## src/rtl/memoria_dados_param.sv

```systemverilog
// Parameterised word-addressed data memory with byte-masked writes.
// After reset the array is zeroed one word per cycle (LIMPANDO state);
// once every word is cleared the block serves single-cycle requests (OPERANDO).
// Out-of-range accesses never touch the array and are flagged on erro.
module memoria_dados_param #(
   parameter int LARGURA      = 32,
   parameter int PROFUNDIDADE = 50,
   parameter int LARGURA_END  = 32
) (
   input  logic                     clock,
   input  logic                     reset,
   input  logic                     req,
   input  logic                     controle_escrita,
   input  logic [LARGURA_END-1:0]   endereco,
   input  logic [LARGURA-1:0]       data,
   input  logic [LARGURA/8-1:0]     mascara_bytes,
   output logic                     pronto,
   output logic [LARGURA-1:0]       saida,
   output logic                     saida_valida,
   output logic                     erro
);

   localparam int NBYTES = LARGURA / 8;
   localparam int CONT_W = (PROFUNDIDADE > 1) ? $clog2(PROFUNDIDADE) : 1;
   localparam logic [CONT_W-1:0]      CONT_ULTIMO = CONT_W'(PROFUNDIDADE - 1);
   // Full-width limit: the range check never looks at a truncated address.
   localparam logic [LARGURA_END-1:0] END_LIMITE  = LARGURA_END'(PROFUNDIDADE);

   typedef enum logic [0:0] {
      LIMPANDO = 1'b0,
      OPERANDO = 1'b1
   } estado_t;

   // Replace only the bytes selected by the mask; unselected bytes keep the old value.
   function automatic logic [LARGURA-1:0] mescla_bytes(
      input logic [LARGURA-1:0] antigo,
      input logic [LARGURA-1:0] novo,
      input logic [NBYTES-1:0]  mascara
   );
      logic [LARGURA-1:0] resultado;
      resultado = antigo;
      for (int i = 0; i < NBYTES; i++) begin
         if (mascara[i]) begin
            resultado[8*i +: 8] = novo[8*i +: 8];
         end else begin
            resultado[8*i +: 8] = antigo[8*i +: 8];
         end
      end
      return resultado;
   endfunction

   logic [LARGURA-1:0] mem [0:PROFUNDIDADE-1];

   estado_t             estado_q;
   logic [CONT_W-1:0]   contador_q;
   logic [LARGURA-1:0]  saida_q;
   logic                saida_valida_q;
   logic                erro_q;

   logic                pronto_s;
   logic                aceita_s;
   logic                em_faixa_s;
   logic [CONT_W-1:0]   idx_s;
   logic [LARGURA-1:0]  palavra_lida_s;
   logic                mem_we_d;
   logic [CONT_W-1:0]   mem_idx_d;
   logic [LARGURA-1:0]  mem_wdata_d;

   assign pronto_s       = (estado_q == OPERANDO);
   assign aceita_s       = req & pronto_s;
   assign em_faixa_s     = (endereco < END_LIMITE);
   // Only meaningful when em_faixa_s is set; the range check gates every use.
   assign idx_s          = endereco[CONT_W-1:0];
   assign palavra_lida_s = mem[idx_s];

   // Select the array write port source: clearing counter during init, masked request write otherwise.
   always_comb begin
      mem_we_d    = 1'b0;
      mem_idx_d   = contador_q;
      mem_wdata_d = '0;
      case (estado_q)
         LIMPANDO: begin
            mem_we_d    = 1'b1;
            mem_idx_d   = contador_q;
            mem_wdata_d = '0;
         end
         OPERANDO: begin
            mem_we_d    = aceita_s & controle_escrita & em_faixa_s;
            mem_idx_d   = idx_s;
            mem_wdata_d = mescla_bytes(palavra_lida_s, data, mascara_bytes);
         end
         default: begin
            mem_we_d    = 1'b0;
            mem_idx_d   = contador_q;
            mem_wdata_d = '0;
         end
      endcase
   end

   // Storage array: contents are defined by the init sweep, so it carries no reset.
   always_ff @(posedge clock) begin
      if (mem_we_d) begin
         mem[mem_idx_d] <= mem_wdata_d;
      end
   end

   // Init/operate FSM with registered read data and one-cycle response pulses.
   always_ff @(posedge clock or posedge reset) begin
      if (reset) begin
         estado_q       <= LIMPANDO;
         contador_q     <= '0;
         saida_q        <= '0;
         saida_valida_q <= 1'b0;
         erro_q         <= 1'b0;
      end else begin
         case (estado_q)
            LIMPANDO: begin
               saida_valida_q <= 1'b0;
               erro_q         <= 1'b0;
               if (contador_q == CONT_ULTIMO) begin
                  estado_q   <= OPERANDO;
                  contador_q <= '0;
               end else begin
                  contador_q <= contador_q + CONT_W'(1);
               end
            end
            OPERANDO: begin
               saida_valida_q <= 1'b0;
               erro_q         <= 1'b0;
               if (aceita_s) begin
                  erro_q <= ~em_faixa_s;
                  if (!controle_escrita) begin
                     saida_valida_q <= 1'b1;
                     saida_q        <= em_faixa_s ? palavra_lida_s : '0;
                  end
               end
            end
            default: begin
               estado_q       <= LIMPANDO;
               contador_q     <= '0;
               saida_valida_q <= 1'b0;
               erro_q         <= 1'b0;
            end
         endcase
      end
   end

   assign pronto       = pronto_s;
   assign saida        = saida_q;
   assign saida_valida = saida_valida_q;
   assign erro         = erro_q;

endmodule

```

## config.mk

```make
export PLATFORM = sky130hd
export DESIGN_NAME = memoria_dados_param
export DESIGN_NICKNAME = d
export VERILOG_FILES = /design/src/rtl/memoria_dados_param.sv
export SDC_FILE = /design/constraint.sdc
export NUM_CORES = 1
export LEC_CHECK = 0
export CAP_MARGIN = 20
export CORE_ASPECT_RATIO = 1.5
export CORE_MARGIN = 2
export CORE_UTILIZATION = 43
export DETAILED_ROUTE_END_ITERATION = 16
export PLACE_DENSITY = 0.66
export SLEW_MARGIN = 20
export SYNTH_ARGS = -nofsm -noshare
export SYNTH_HDL_FRONTEND = slang
export SYNTH_SLANG_ARGS = --single-unit
```

## constraint.sdc

```tcl
create_clock -name clock -period 7.2 [get_ports clock]
set_input_delay 1.8 -clock clock [delete_from_list [all_inputs] [get_ports clock]]
set_output_delay 1.8 -clock clock [all_outputs]
set_load 0.01 [all_outputs]
```

# Word level (Yosys, flattened, before mapping)
# Memory sizes are Yosys's and may differ from the RTL's.
# Index checks and enable logic that the tools add are counted.
# W data, S select, Z words.
word_totals:
  ramBits: 1600
  inputBits: 72
  word_cells: 34
  regBits: 41
  memories: 1
  out_inout_bits: 35
op_classes:
  n_bitwise: 6
  n_addsub: 1
  n_reduce_logical: 1
  order_cmp: 1
  eq_ne: 1
  mux: 18
memory_table:
  columns: ["memory", "words", "word_bits", "rd", "rd_clocked_by_memory_dff", "wr", "line", "source"]
  rows:
  - ["mem", 50, 32, 1, 0, 1, "52", "logic [LARGURA-1:0] mem [0:PROFUNDIDADE-1];"]
op_table:
  columns: ["cell", "n"]
  rows:
  - ["$pmux W32 S2", 1]
  - ["$lt A32 B6 Y1 const B", 1]
  - ["$mux W32", 1]
  - ["$mux W8", 4]
  - ["$pmux W6 S2", 1]
  - ["$mux W1", 7]
  - ["$add A6 B1 Y6 const B", 1]
  - ["$eq A6 B6 Y1 const B", 1]
  - ["$mux W6", 1]
  - ["$pmux W1 S2", 3]
  - ["$and A1 B1 Y1", 3]
  - ["$not A1 Y1", 3]
  - ["$reduce_and A3 Y1", 1]

# Logic depth before layout (Yosys ltp)
# Gate-level depths: netlist of the first run.
logic_depth:
  depth_word: 6
  ltp_mapped: 11
  depth_no_buf: 6

# Worst setup path before layout of the first run
# OpenSTA, ideal clock, no wires.
synth_path:
  path_kind: "input -> register"
  startpoint: "input port endereco[0]"
  endpoint: "memory mem[48][0], enable pin"
  stages: 8
  path_buffers: 5
  t_arrival_ns: 5.350
  path_slack_ns: 1.389
  setup_time_ns: 0.461
  t_required_ns: 6.739
  cell_sequence: "buf_4 -> buf_6 -> buf_4 -> buf_4 -> buf_2 -> o31ai_1 -> nand2_1 -> nor3_1"
synth_via:
  elab_chain_cells: 5
  word_cells_on_any_way: 6
  classes_between: "order compare (1); mux (4); bitwise (1)"
synth_rtl:
  columns: ["element", "line", "source"]
  rows:
  - ["start, declared", "14", "input logic [LARGURA_END-1:0] endereco,"]
  - ["$lt A32 B6 Y1", "71", "assign em_faixa_s = (endereco < END_LIMITE);"]
  - ["$and A1 B1 Y1", "88", "mem_we_d = aceita_s & controle_escrita & em_faixa_s;"]
  - ["$pmux W1 S2", "81", "case (estado_q)"]
  - ["$mux W1", "102", "if (mem_we_d) begin"]
  - ["$mux W1 (not written as such)", "103", "mem[mem_idx_d] <= mem_wdata_d;"]
  - ["end, declared", "52", null]
# Several ways; a longest one is shown, not always the timed one.

# Worst setup path after layout of the first run
layout_path:
  startpoint: "input port endereco[30]"
  endpoint: "memory mem[19][25], enable pin"
layout_via:
  elab_chain_cells: 5
layout_rtl:
  columns: ["element", "line"]
  rows:
  - ["$lt A32 B6 Y1", "71"]
  - ["$and A1 B1 Y1", "88"]
  - ["$pmux W1 S2", "81"]
  - ["$mux W1", "102"]
  - ["$mux W1 (not written as such)", "103"]
# Every way passes these cells.

==> results of run 1 <==
[synth_stat cells, drive strengths merged (3+ instances only)]
library cell and count:
mux4 296, and2 5, nor2 86, or3b 3
a2111oi 10, nor3 6, a21oi 74, a311o 6
edfxtp 1600, dfrtp 41, mux2 130, o22a 22
o221ai 8, a41o 8, a22o 14, a222oi 12
o22ai 20, nand4 19, o31ai 6, o21ai 80
a221o 3, inv 9, a211oi 5, o211ai 14
nand2 110, nor2b 4, a22oi 68, a221oi 18
mux2i 118, nand3 6, clkbuf 79, nand3b 3
nor3b 3, nor4 7, a31oi 29, buf 94
nand2b 3
[flip-flops by register name (all words and copies together) (netlist names)]
name and flops:
mem 1600, saida 32, contador_q 6, erro 1, pronto 1, saida_valida 1
[layout make-up]
type                            count  area share [%]
Sequential cell                  1641            67.3
Inverter                            9          0.0464
Timing Repair Buffer              263            3.51
Multi-Input combinational cell   1219            19.4
Tap cell                         1914            3.29
Clock inverter                     72           0.810
Clock buffer                      199            5.65
Antenna cell                        1         0.00343
[worst paths after layout]
path                                           to  slack, ns  cells after the start
setup / recovery            mem[19][25]$_DFFE_PP_       2.08                      7
hold / removal              saida[29]$_DFFE_PP0P_       0.56                      2
setup reg to reg            mem[19][25]$_DFFE_PP_       3.49                      6
hold reg to reg             saida[29]$_DFFE_PP0P_       0.56                      2
max in group asynchronous        pronto$_DFF_PP0_       5.05                      3
min in group asynchronous  saida_valida$_DFF_PP0_       1.57                      3
[cell families (layout without fill, tap and decap cells)]
logic type | Yosys count | in the layout | share of synthesized area, %
AO/OA/AOI/OAI | 409 | 409 | 4.47
XOR/XNOR | 2 | 2 | 0.0276
adder cells (fa/ha/maj) | 2 | 2 | 0.0394
buffers and inverters | 182 | 543 | 1.59
flip-flops | 1641 | 1641 | 77.3
multiplexers | 544 | 544 | 14.7
other | 0 | 1 | 0
AND/OR/NAND/NOR | 262 | 262 | 1.85
[metrics by stage]
| stage | worst slack (ns) | hold slack [ns] | instances | utilization (%) |
|---|---|---|---|---|
| floorplan | 1.39 | 0.508 | 3042 | - |
| global placement | 1.27 | 0.521 | 5035 | 46.3 |
| detailed placement | 1.23 | 0.544 | 5036 | 46.3 |
| CTS | 2.09 | 0.563 | 5307 | 49.5 |
| global route | 1.91 | 0.579 | 5318 | 49.7 |
| finish | 2.08 | 0.563 | 5318 | 49.7 |
[layout by cell type (no fill, tap or decap), types with 12 or more instances in the layout]
cell	n
mux2i_1	118
clkbuf_1	37
o22ai_1	20
a221oi_1	17
a21oi_1	45
dfrtp_1	40
a21oi_4	29
clkdlybuf4s50_1	100
nor2_4	49
a31oi_1	29
o22a_1	22
nor2_1	37
a22o_1	14
a222oi_1	12
nand4_1	19
clkbuf_16	155
clkinv_2	22
mux2_2	130
o211ai_1	14
nand2_1	110
clkinv_1	28
o21ai_0	79
buf_4	137
edfxtp_1	1600
mux4_2	296
a22oi_1	68
[worst max-delay path: cells and delay by family]
kind	cells	cell delay (ns)
compound gates	1	0.62
buf+inv	2	0.82
simple gates	4	2.31
[metal layers]
layer	vias to the layer above	wire [um]	part of all wire (%)	GRT usage, %
met3	323	11600	7.1	3.49
met5	-	0	0	0
li1	13200	-	-	-
met4	0	7630	4.6	10.0
met1	17200	61400	37	27.1
met2	1485	84100	51	37.8
[power by group]
group          switching (mW)  leakage [nW]  internal (mW)
Combinational           0.389          5.05          0.219
Sequential                  0          11.7           10.3
Clock                    3.43          2.29           4.28
Total                    3.81          19.1           14.8
==> flow_summary.ini, run 1 <==
[route]
drc = 0
drt-wirelength-per-cell_um = 31.0
drtPass1Iterations = 5
drtIter0Drc = 3842
vias_per_cell = 6.06
ant_nets = 0
drt-total-wl_mm = 165
vias = 32200

[sta]
timing.setup.tns_ns = 0
slew_headroom_pct = 24.5
slew_viol_final = 0
finalSetupViolations = 0
tightest_slew_ns = 1.13
period_share_pct = 71.1
max_freq_mhz = 195
min_period_ns = 5.12
rsz0062_at_grt = false
clock_skew_ns = 0.0401
final_hold_viol_count = 0

[pwr]
finalPower_mw = 18.6
ir_drop_uv = 202
p_leak_nw = 19.1
power_density_nw_per_um2 = 256

[synthesis]
ys_seq_elements = 1641
synth_cell_type_count = 62
ys_warn_count = 0
synth_top_area_share_pct = 75.7
ys_seq_area_share_pct = 77.3
yosys-top-cells-area = edfxtp_1, mux4_2, mux2_2
synth_largest_area_cell = edfxtp_1
synthArstFlopShare_pct = 2.50
synthesis.area_sq_um = 63400
netlist_instances = 3042
synthFlopType = edfxtp_1
avgSynthCellArea_sq_um = 20.9
synth_nets = 3116
synth_edf_count = 1600

[floorplan]
rows = 172
ios = 107
die_y_um = 474
coreArea_sq_um = 147000
die_width_um = 318
initial_core_util_pct = 43.3
die-area_sq_um = 151000

[layout]
multi_input_area_sq_um = 14100
drive_gt1_share_pct = 26.3
area_growth_pct = 14.9
layout.nets = 3356
regArea_sq_um = 49100
fillCellCount = 11500
design_area_sq_um = 72900

[setup_path]
startpoint = endereco[30]
cpPeakStageDelay_ns = 0.77
reg2reg_from = pronto$_DFF_PP0_
slowest_stage = nor2_4
critical_path.max_fanout = 18
cp.arrival_ns = 5.58
worst_ep_required_time_ns = 7.66
crit_chain = clkdlybuf4s50_1 > nor4_1 > nand4_1 > o41ai_4 > nand3_1 > nor2_4 > buf_4
worstSetupPathType = input pin to register
end_kind = register
start_kind = input pin

[flow_run]
cap_violations = 0

[global_route]
grt_max_degree = 73
grt_antenna_before_repair = 4
grt_pass1_vias = 32900
gr-total-overflow = 0
grt_pass1_wl_mm = 235
grt_usage_pct = 21.8

[clock_network]
clockBufferDepth = 3
htreeDepth = 4
insertion_delay_ns = 0.80
cts_setup_buffers = 0
path_clk_slew_ns = 0.07
cts_root_buffer = clkbuf_16
cts_inserted_buffers = 148
hold_buffers = 0
post_cts_resized = 0
clock_sinks = 1641
cts_tree = done

[placement]
hpwl_mm = 98.7
numPortBuffers = 106
dpl-instance-area_sq_um = 67900
place_congestion = 0.869

[outcome]
status = completed

[hold_path]
hp-class = register to register
hp-start = saida[29]$_DFFE_PP0P_
No activity file was read; power rests on OpenSTA's default activity.
==> inputs of run 2 (changes only) <==
- clock period: 7.2 -> 5.3 ns (I/O delays scaled with it)
==> flow_summary.ini, run 2 (synthesis gave the netlist of run 1 again) <==
[route]
drt-total-wl_mm = 169
drt-wirelength-per-cell_um = 31.5
ant_nets = 0
drc = 0
drtPass1Iterations = 5
vias = 32700
drtIter0Drc = 3478
vias_per_cell = 6.07

[sta]
finalSetupViolations = 0
max_freq_mhz = 241
rsz0062_at_grt = false
layout_setup_ws_ns = 1.15
slew_viol_final = 0
slew_headroom_pct = 28.9
clock_skew_ns = 0.0223
final_hold_viol_count = 0
period_share_pct = 78.3
tightest_slew_ns = 1.07
min_period_ns = 4.15
timing.setup.tns_ns = 0
worst_hold_slack_ns = 0.497

[pwr]
finalPower_mw = 25.4
p_leak_nw = 19.6
power_density_nw_per_um2 = 343
ir_drop_uv = 342

[setup_path]
critical_path.max_fanout = 32
r2r-end = saida[5]$_DFFE_PP0P_
reg2reg_from = pronto$_DFF_PP0_
worstSetupPathType = input pin to register
start_kind = input pin
worst_ep_required_time_ns = 5.78
r2r_slack_ns = 2.18
end_kind = register
worstRegToRegCells = 7
cp.arrival_ns = 4.63

[hold_path]
hp-class = register to register
min_to = saida[1]$_DFFE_PP0P_
hold_path_depth = 2
hp-start = saida[1]$_DFFE_PP0P_

[placement]
hpwl_mm = 102
place_congestion = 0.819
post-place-cells = 5125
dpl-instance-area_sq_um = 69300
dp_slack_ns = 0.390
numPortBuffers = 106

[layout]
layout_commonest_cell = edfxtp_1
layout.nets = 3430
area_growth_pct = 16.5
top_register = mem
final_util_pct = 50.4
final_cells = 5384
largest_register_ffs = 1600
drive_gt1_share_pct = 28.2
design_area_sq_um = 73900
mostFrequentLayoutCells = edfxtp_1, mux4_2, buf_4, clkbuf_16, mux2_2

[global_route]
grt_antenna_before_repair = 4
grt_pass1_wl_mm = 241
grt_pass1_vias = 33200
grt_usage_pct = 22.5
gr-total-overflow = 0
grt_max_degree = 64

[floorplan]
rows = 172
ios = 107
die_y_um = 474
die_width_um = 318
die-area_sq_um = 151000
initial_core_util_pct = 43.3
coreArea_sq_um = 147000

[outcome]
status = completed

[clock_network]
cts_inserted_buffers = 143
post_cts_resized = 0
htreeDepth = 4
cts_tree = done
insertion_delay_ns = 0.79
cts_root_buffer = clkbuf_16
cts_setup_buffers = 0
clock_sinks = 1641
path_clk_slew_ns = 0.06
hold_buffers = 0
clockBufferDepth = 3

[flow_run]
cap_violations = 0
-- run 2: cell types whose count changed in the layout (fill, tap and decap cells not counted), sizes merged --
cell | before | now
bufinv | 7 | 14
clkbuf | 200 | 174
clkinv | 55 | 59
clkinvlp | 6 | 5
buf | 162 | 241
inv | 13 | 16
-- run 2: how the worst max path moves through the flow --
stage,start,to,slack (ns),cells after the start
2_1_floorplan,endereco[0],mem[0][3]$_DFFE_PP_,0.67,10
3_3_place_gp,endereco[30],mem[4][10]$_DFFE_PP_,-0.04,8
3_5_place_dp,endereco[0],mem[12][4]$_DFFE_PP_,0.39,10
4_1_cts,endereco[0],mem[0][4]$_DFFE_PP_,1.17,10
5_1_grt,endereco[30],mem[47][24]$_DFFE_PP_,1.08,8
6_report,endereco[0],mem[6][4]$_DFFE_PP_,1.15,10
-- run 2: routing by layer --
metal / up-vias / track usage, % / share of wire [%]
met5: - / 0 / 0.0077
met4: 2 / 10.5 / 4.6
met3: 311 / 3.82 / 7.3
met2: 1598 / 38.6 / 51
met1: 17400 / 28.0 / 37
li1: 13300 / - / -
-- run 2: worst max-delay path, cell delays in order --
cell,delay [ns]
buf_8,0.32
buf_12,0.24
buf_12,0.17
buf_4,0.21
mux2_2,0.35
a221oi_1,0.50
a31oi_1,0.16
a21oi_1,0.60
a21oi_4,0.27
buf_4,0.35
-- run 2: area by class of cell --
type	instances	area (sq um)
repair buffers	342	3650
flip-flops and latches	1641	49100
diodes	1	2.50
multi-input cells	1219	14100
clock buffers	173	3830
clock inverters	85	793
inverters	9	33.8
fillers	11400	72600
well taps	1914	2390
-- run 2: where the power goes --
group / leakage [nW] / switching, mW / internal [mW]
Combinational: 5.57 / 0.563 / 0.338
Clock: 2.27 / 4.62 / 5.84
Sequential: 11.7 / 0 / 14.0
